## src/rtl/pkt_arb_pkg.sv

```systemverilog
// Shared types and constants for the round-robin packet mux arbiter.
package pkt_arb_pkg;

    typedef enum logic {
        IDLE  = 1'b0,
        GRANT = 1'b1
    } state_t;

    localparam int          N_INPUTS = 3;
    localparam logic [2:0]  SEL_IN0  = 3'b000;
    localparam logic [2:0]  SEL_IN1  = 3'b001;
    localparam logic [2:0]  SEL_IN2  = 3'b010;
    localparam logic [2:0]  SEL_NONE = 3'b111;

    function automatic logic [2:0] sel_code(input logic [1:0] idx);
        return {1'b0, idx};
    endfunction

    // Pointer advances modulo 3, so 2 wraps to 0.
    function automatic logic [1:0] next_ptr(input logic [1:0] p);
        return (p == 2'd2) ? 2'd0 : p + 2'd1;
    endfunction

endpackage

```

## src/rtl/rr_priority_pick.sv

```systemverilog
// Combinational round-robin pick: first requester found scanning ptr, ptr+1, ptr+2 (mod 3).
module rr_priority_pick
    import pkt_arb_pkg::*;
(
    input  logic [2:0] req,
    input  logic [1:0] ptr,
    output logic [1:0] gnt_idx,
    output logic       any
);

    logic [1:0] o0, o1, o2;

    always_comb begin
        case (ptr)
            2'd1:    begin o0 = 2'd1; o1 = 2'd2; o2 = 2'd0; end
            2'd2:    begin o0 = 2'd2; o1 = 2'd0; o2 = 2'd1; end
            default: begin o0 = 2'd0; o1 = 2'd1; o2 = 2'd2; end
        endcase
    end

    always_comb begin
        any     = |req;
        gnt_idx = 2'd0;
        if (req[o0])
            gnt_idx = o0;
        else if (req[o1])
            gnt_idx = o1;
        else if (req[o2])
            gnt_idx = o2;
    end

endmodule

```

## src/rtl/packet_mux_rr_arbiter.sv

```systemverilog
// Round-robin arbiter sharing one 3:1 packet mux; grant is held for a whole packet,
// with a registered output stage in front of the consumer.
module packet_mux_rr_arbiter
    import pkt_arb_pkg::*;
#(
    parameter int DATA_WIDTH = 8
) (
    input  logic                    clk,
    input  logic                    rst,
    input  logic [3*DATA_WIDTH-1:0] in_data,
    input  logic [2:0]              in_last,
    input  logic [2:0]              in_vld,
    output logic [2:0]              in_rd,
    output logic [DATA_WIDTH-1:0]   out_data,
    output logic                    out_last,
    output logic                    out_vld,
    input  logic                    out_rd,
    output logic [2:0]              sel
);

    state_t                  state, state_nxt;
    logic [1:0]              ptr;
    logic [1:0]              pick_idx;
    logic                    pick_any;
    logic [DATA_WIDTH-1:0]   mux_data;
    logic                    mux_last;
    logic                    mux_vld;
    logic                    room;
    logic                    xfer;
    logic                    eop;
    logic [DATA_WIDTH-1:0]   data_p1;
    logic                    last_p1;
    logic                    vld_p1;

    rr_priority_pick u_pick (
        .req     (in_vld),
        .ptr     (ptr),
        .gnt_idx (pick_idx),
        .any     (pick_any)
    );

    always_comb begin
        mux_data = '0;
        mux_last = 1'b0;
        mux_vld  = 1'b0;
        case (sel)
            SEL_IN0: begin
                mux_data = in_data[0*DATA_WIDTH +: DATA_WIDTH];
                mux_last = in_last[0];
                mux_vld  = in_vld[0];
            end
            SEL_IN1: begin
                mux_data = in_data[1*DATA_WIDTH +: DATA_WIDTH];
                mux_last = in_last[1];
                mux_vld  = in_vld[1];
            end
            SEL_IN2: begin
                mux_data = in_data[2*DATA_WIDTH +: DATA_WIDTH];
                mux_last = in_last[2];
                mux_vld  = in_vld[2];
            end
            default: begin
                mux_data = '0;
                mux_last = 1'b0;
                mux_vld  = 1'b0;
            end
        endcase
    end

    assign room = !vld_p1 || out_rd;
    assign xfer = (state == GRANT) && mux_vld && room;
    assign eop  = xfer && mux_last;

    always_ff @(posedge clk) begin
        if (rst)
            state <= IDLE;
        else
            state <= state_nxt;
    end

    always_comb begin
        state_nxt = state;
        case (state)
            IDLE:    if (pick_any) state_nxt = GRANT;
            GRANT:   if (eop)      state_nxt = IDLE;
            default: state_nxt = IDLE;
        endcase
    end

    // Ready depends only on state, select and output-register room, never on in_vld.
    always_comb begin
        in_rd = 3'b000;
        if (state == GRANT && room) begin
            case (sel)
                SEL_IN0: in_rd = 3'b001;
                SEL_IN1: in_rd = 3'b010;
                SEL_IN2: in_rd = 3'b100;
                default: in_rd = 3'b000;
            endcase
        end
    end

    always_ff @(posedge clk) begin
        if (rst) begin
            sel <= SEL_NONE;
            ptr <= 2'd0;
        end else if (state == IDLE && pick_any) begin
            sel <= sel_code(pick_idx);
        end else if (eop) begin
            sel <= SEL_NONE;
            ptr <= next_ptr(sel[1:0]);
        end
    end

    // Output stage p1: loads whenever empty or being drained.
    always_ff @(posedge clk) begin
        if (rst) begin
            vld_p1  <= 1'b0;
            data_p1 <= '0;
            last_p1 <= 1'b0;
        end else if (room) begin
            vld_p1 <= xfer;
            if (xfer) begin
                data_p1 <= mux_data;
                last_p1 <= mux_last;
            end
        end
    end

    assign out_data = data_p1;
    assign out_last = last_p1;
    assign out_vld  = vld_p1;

endmodule

```

## config.mk

```make
export PLATFORM = sky130hd
export DESIGN_NAME = packet_mux_rr_arbiter
export DESIGN_NICKNAME = d
export VERILOG_FILES = /design/src/rtl/pkt_arb_pkg.sv /design/src/rtl/rr_priority_pick.sv /design/src/rtl/packet_mux_rr_arbiter.sv
export SDC_FILE = /design/constraint.sdc
export NUM_CORES = 1
export LEC_CHECK = 0
export ABC_AREA = 1
export CAP_MARGIN = 40
export CORE_MARGIN = 2
export CORE_UTILIZATION = 40
export DETAILED_ROUTE_END_ITERATION = 12
export GPL_TIMING_DRIVEN = 0
export PLACE_DENSITY = 0.79
export SYNTH_ARGS = -nofsm -noshare
export SYNTH_HDL_FRONTEND = slang
export SYNTH_SLANG_ARGS = --single-unit
```

## constraint.sdc

```tcl
create_clock -name clk -period 1.65 [get_ports clk]
set_input_delay 0.33 -clock clk [delete_from_list [all_inputs] [get_ports clk]]
set_output_delay 0.33 -clock clk [all_outputs]
set_load 0.1 [all_outputs]
```

==> key figures <==
Yosys
  – Yosys top cell area share: 0.320
  – Avg Inst Size Synth: 6.26 um^2
  – Leading post-synthesis cells by cell area: dfxtp_1 (32%), nand2_1 (20%), nand3_1 (11%), a21oi_1 (6.5%), nor2_1 (5.6%)
  – Mapped Nets: just under 200
  – Yosys top cell by area: dfxtp_1
  – Warnings from Yosys: 0
  – Synth Cell Area: 1000 um^2
  – Register bit count reported by yosys: 16
  – Mapped Cells: 160
  – Yosys cell types: 22
  – Seq/Total Area, Yosys: 0.320

Timing
  – Hold WS: approximately 520 ps
  – Setup TNS: 0 ps
  – Fmax: just over 600 MHz
  – Finish-stage setup viols: 0
  – Slew margin rel.: 0.660
  – Final Max Slew Viols: 0
  – Worst-Margin Slew: a little over 500 ps
  – Final Skew: around 6 ps
  – Unrepaired setup endpoints after global routing: true
  – Final Critical Period: 1630 ps
  – Final Hold Fails: 0
  – Final period util: 0.987

Layout
  – Layout cells sized above 1: 0.208
  – Synthesis-to-finish area growth: 85.9%
  – Fin cells: 251
  – Ant diodes: 0
  – Post-layout nets: roughly 260
  – Commonest cells after routing, fill and taps aside: nand2_1 (51), clkdlybuf4s50_1 (31), nand3_1 (22)
  – Most common cell after layout, fill and taps aside: nand2_1
  – Post-layout util: 0.766
  – Design Area, Final: between 1500 and 2000 um^2

Floorplanning
  – Initial Util: 0.412
  – I/O pin cnt: 49
  – Die Wd: 54.1 um
  – Die area: just under 3000 um^2
  – Row count: 18
  – Die height: roughly 54 um
  – Core region area: between 2000 and 2500 um^2

Critical path
  – Req. time, crit path: 1320 ps
  – CP startpoint: sel[1]
  – Worst EP arrival: about 1300 ps
  – CP max FO: 7
  – Slowest stage delay, CP: approximately 400 ps
  – Crit Path Category: register to output port
  – Critical Path End Type: output port
  – CP max stage cell: dfxtp_4
  – Startpoint types: register
  – Cells along the critical path: inv_6 -> nor4_4 -> buf_12
  – Reg2reg start: sel[0]

Clock tree
  – Clock root buffer: clkbuf_4
  – CTS tree: built
  – Clock buffer depth: 2
  – Total CTS buffers: 3
  – H-tree lvl count: 1
  – Hold_buf cts: 0
  – Clock transition at the registers of the reported paths: about 100 ps
  – Clk sink count: 16
  – Worst-Skew Late Latency: between 200 and 300 ps

Detailed routing
  – DRT iter0 DRCs: 17
  – Routed wire per std cell: around 14 um
  – Vias after detailed routing: approximately 1.3k
  – Routed vias/inst: ~5.2
  – DRC viols: 0
  – 1st-pass router iterations: 4
  – Drt total wl: around 3500 um
  – Post-route ant nets: 0

Outcome
  – Outcome: completed

Min path
  – Hold Crit Class: register to register
  – Hold Crit Start: out_data[2]

Pwr
  – Clock Power Share: 0.236
  – Logic pwr share: 0.373
  – Leakage: 0.810 nW
  – Switching share of power: 0.358
  – Pwr/cell area: 599 nW/um^2
  – Maximum vdd ir drop: approximately 0.59 mV
  – Internal power: 0.716 mW
  – Reg power frac: 0.391
  – Psw: 0.399 mW

Place
  – Dpl hpwl: ~2700 um
  – I/O Buffers: 48
  – Placed instance area: between 1500 and 2000 um^2
  – GPL Wtd Cong: 0.798
  – Total placed cells including tap cells: between 200 and 300

Global route
  – Met2 usage: 0.476
  – Vias in the first global route: ~1.3k
  – Top Usage Layer GRT: met2
  – Tot GR Track Use: 0.248
  – GRT overflow: 0
  – GR Util met3: 0.0611
  – First-pass GRT wire length: 5240 um
  – Initial antenna violation count: 0
  – Largest net degree at the start of global routing: 11
  – Met1 usage: 0.244

Flow run
  – Max Cap Viol: 0
-- state kept, by name, summed over array words and instances (netlist names) --
register,cells
out_vld,1
state,1
out_data,8
out_last,1
sel,3
ptr,2
-- Yosys cell counts, drive strengths merged --
cell and instances:
nand3 24, a21oi 13, nand4 2, nor3 2, nor3b 1, nor4 1, o21ai 8, dfxtp 16
buf 1, clkinv 1, nor2 17, nand2 55, inv 16, o31ai 1, ha 2
-- metrics by stage --
stage               setup slack (ps)  total power, mW
finish                          21.7             1.12
global route                   -28.6             1.17
CTS                             1.13             1.11
detailed placement              -811            0.842
global placement               -1160            0.787
floorplan                       -446            0.654
-- layout make-up --
cell class | count | area, um^2
timing repair buffer | 58 | 719
multi-input combinational | 126 | 663
fill | 165 | 569
sequential | 16 | 335
inverter | 17 | 71.3
tap | 30 | 37.5
clock buffer | 4 | 36.3
-- worst max-delay path: cells and delay by family, from the launching register on --
family | cells | cell delay, ps
buffers and inverters | 2 | 280
DFF | 1 | 400
and+or+nand+nor | 1 | 320
-- logic make-up (layout without fill, tap and decap cells) --
group	count (synthesis)	after routing	synth area share
AND/OR/NAND/NOR	102	102	0.468
flip-flops	16	16	0.320
buffers and inverters	18	79	0.0749
adder cells (fa/ha/maj)	2	2	0.0250
AO/OA/AOI/OAI	22	22	0.112
-- final timing paths --
kind                                    end  slack, ps  depth (start not counted)
worst max register to register  out_data[7]        110                          7
worst min-delay path            out_data[2]        520                          2
worst min register to register  out_data[2]        520                          2
worst max-delay path               in_rd[2]         20                          3
-- power by group through the flow --
stage | Sequential, mW | Combinational [mW] | Clock, mW
2_1_floorplan | 0.524 | 0.130 | 0
4_1_cts | 0.419 | 0.426 | 0.268
6_report | 0.436 | 0.416 | 0.263
3_3_place_gp | 0.429 | 0.358 | 0
3_5_place_dp | 0.430 | 0.412 | 0
5_1_grt | 0.440 | 0.439 | 0.286
-- what timing repair did --
item	in CTS	in global routing
endpoints found under the hold margin	0	0
buffers inserted	2	5
resized for setup	28	3
pin swaps	4	3
setup endpoints to repair	17	6
-- per-layer routing --
metal  wire length, um  vias to the layer above
met1              1340                      578
met5                 0                        -
met4               100                        0
met3               250                       13
li1                  -                      647
met2              1840                       58
Power figures use the tool's default switching activity.
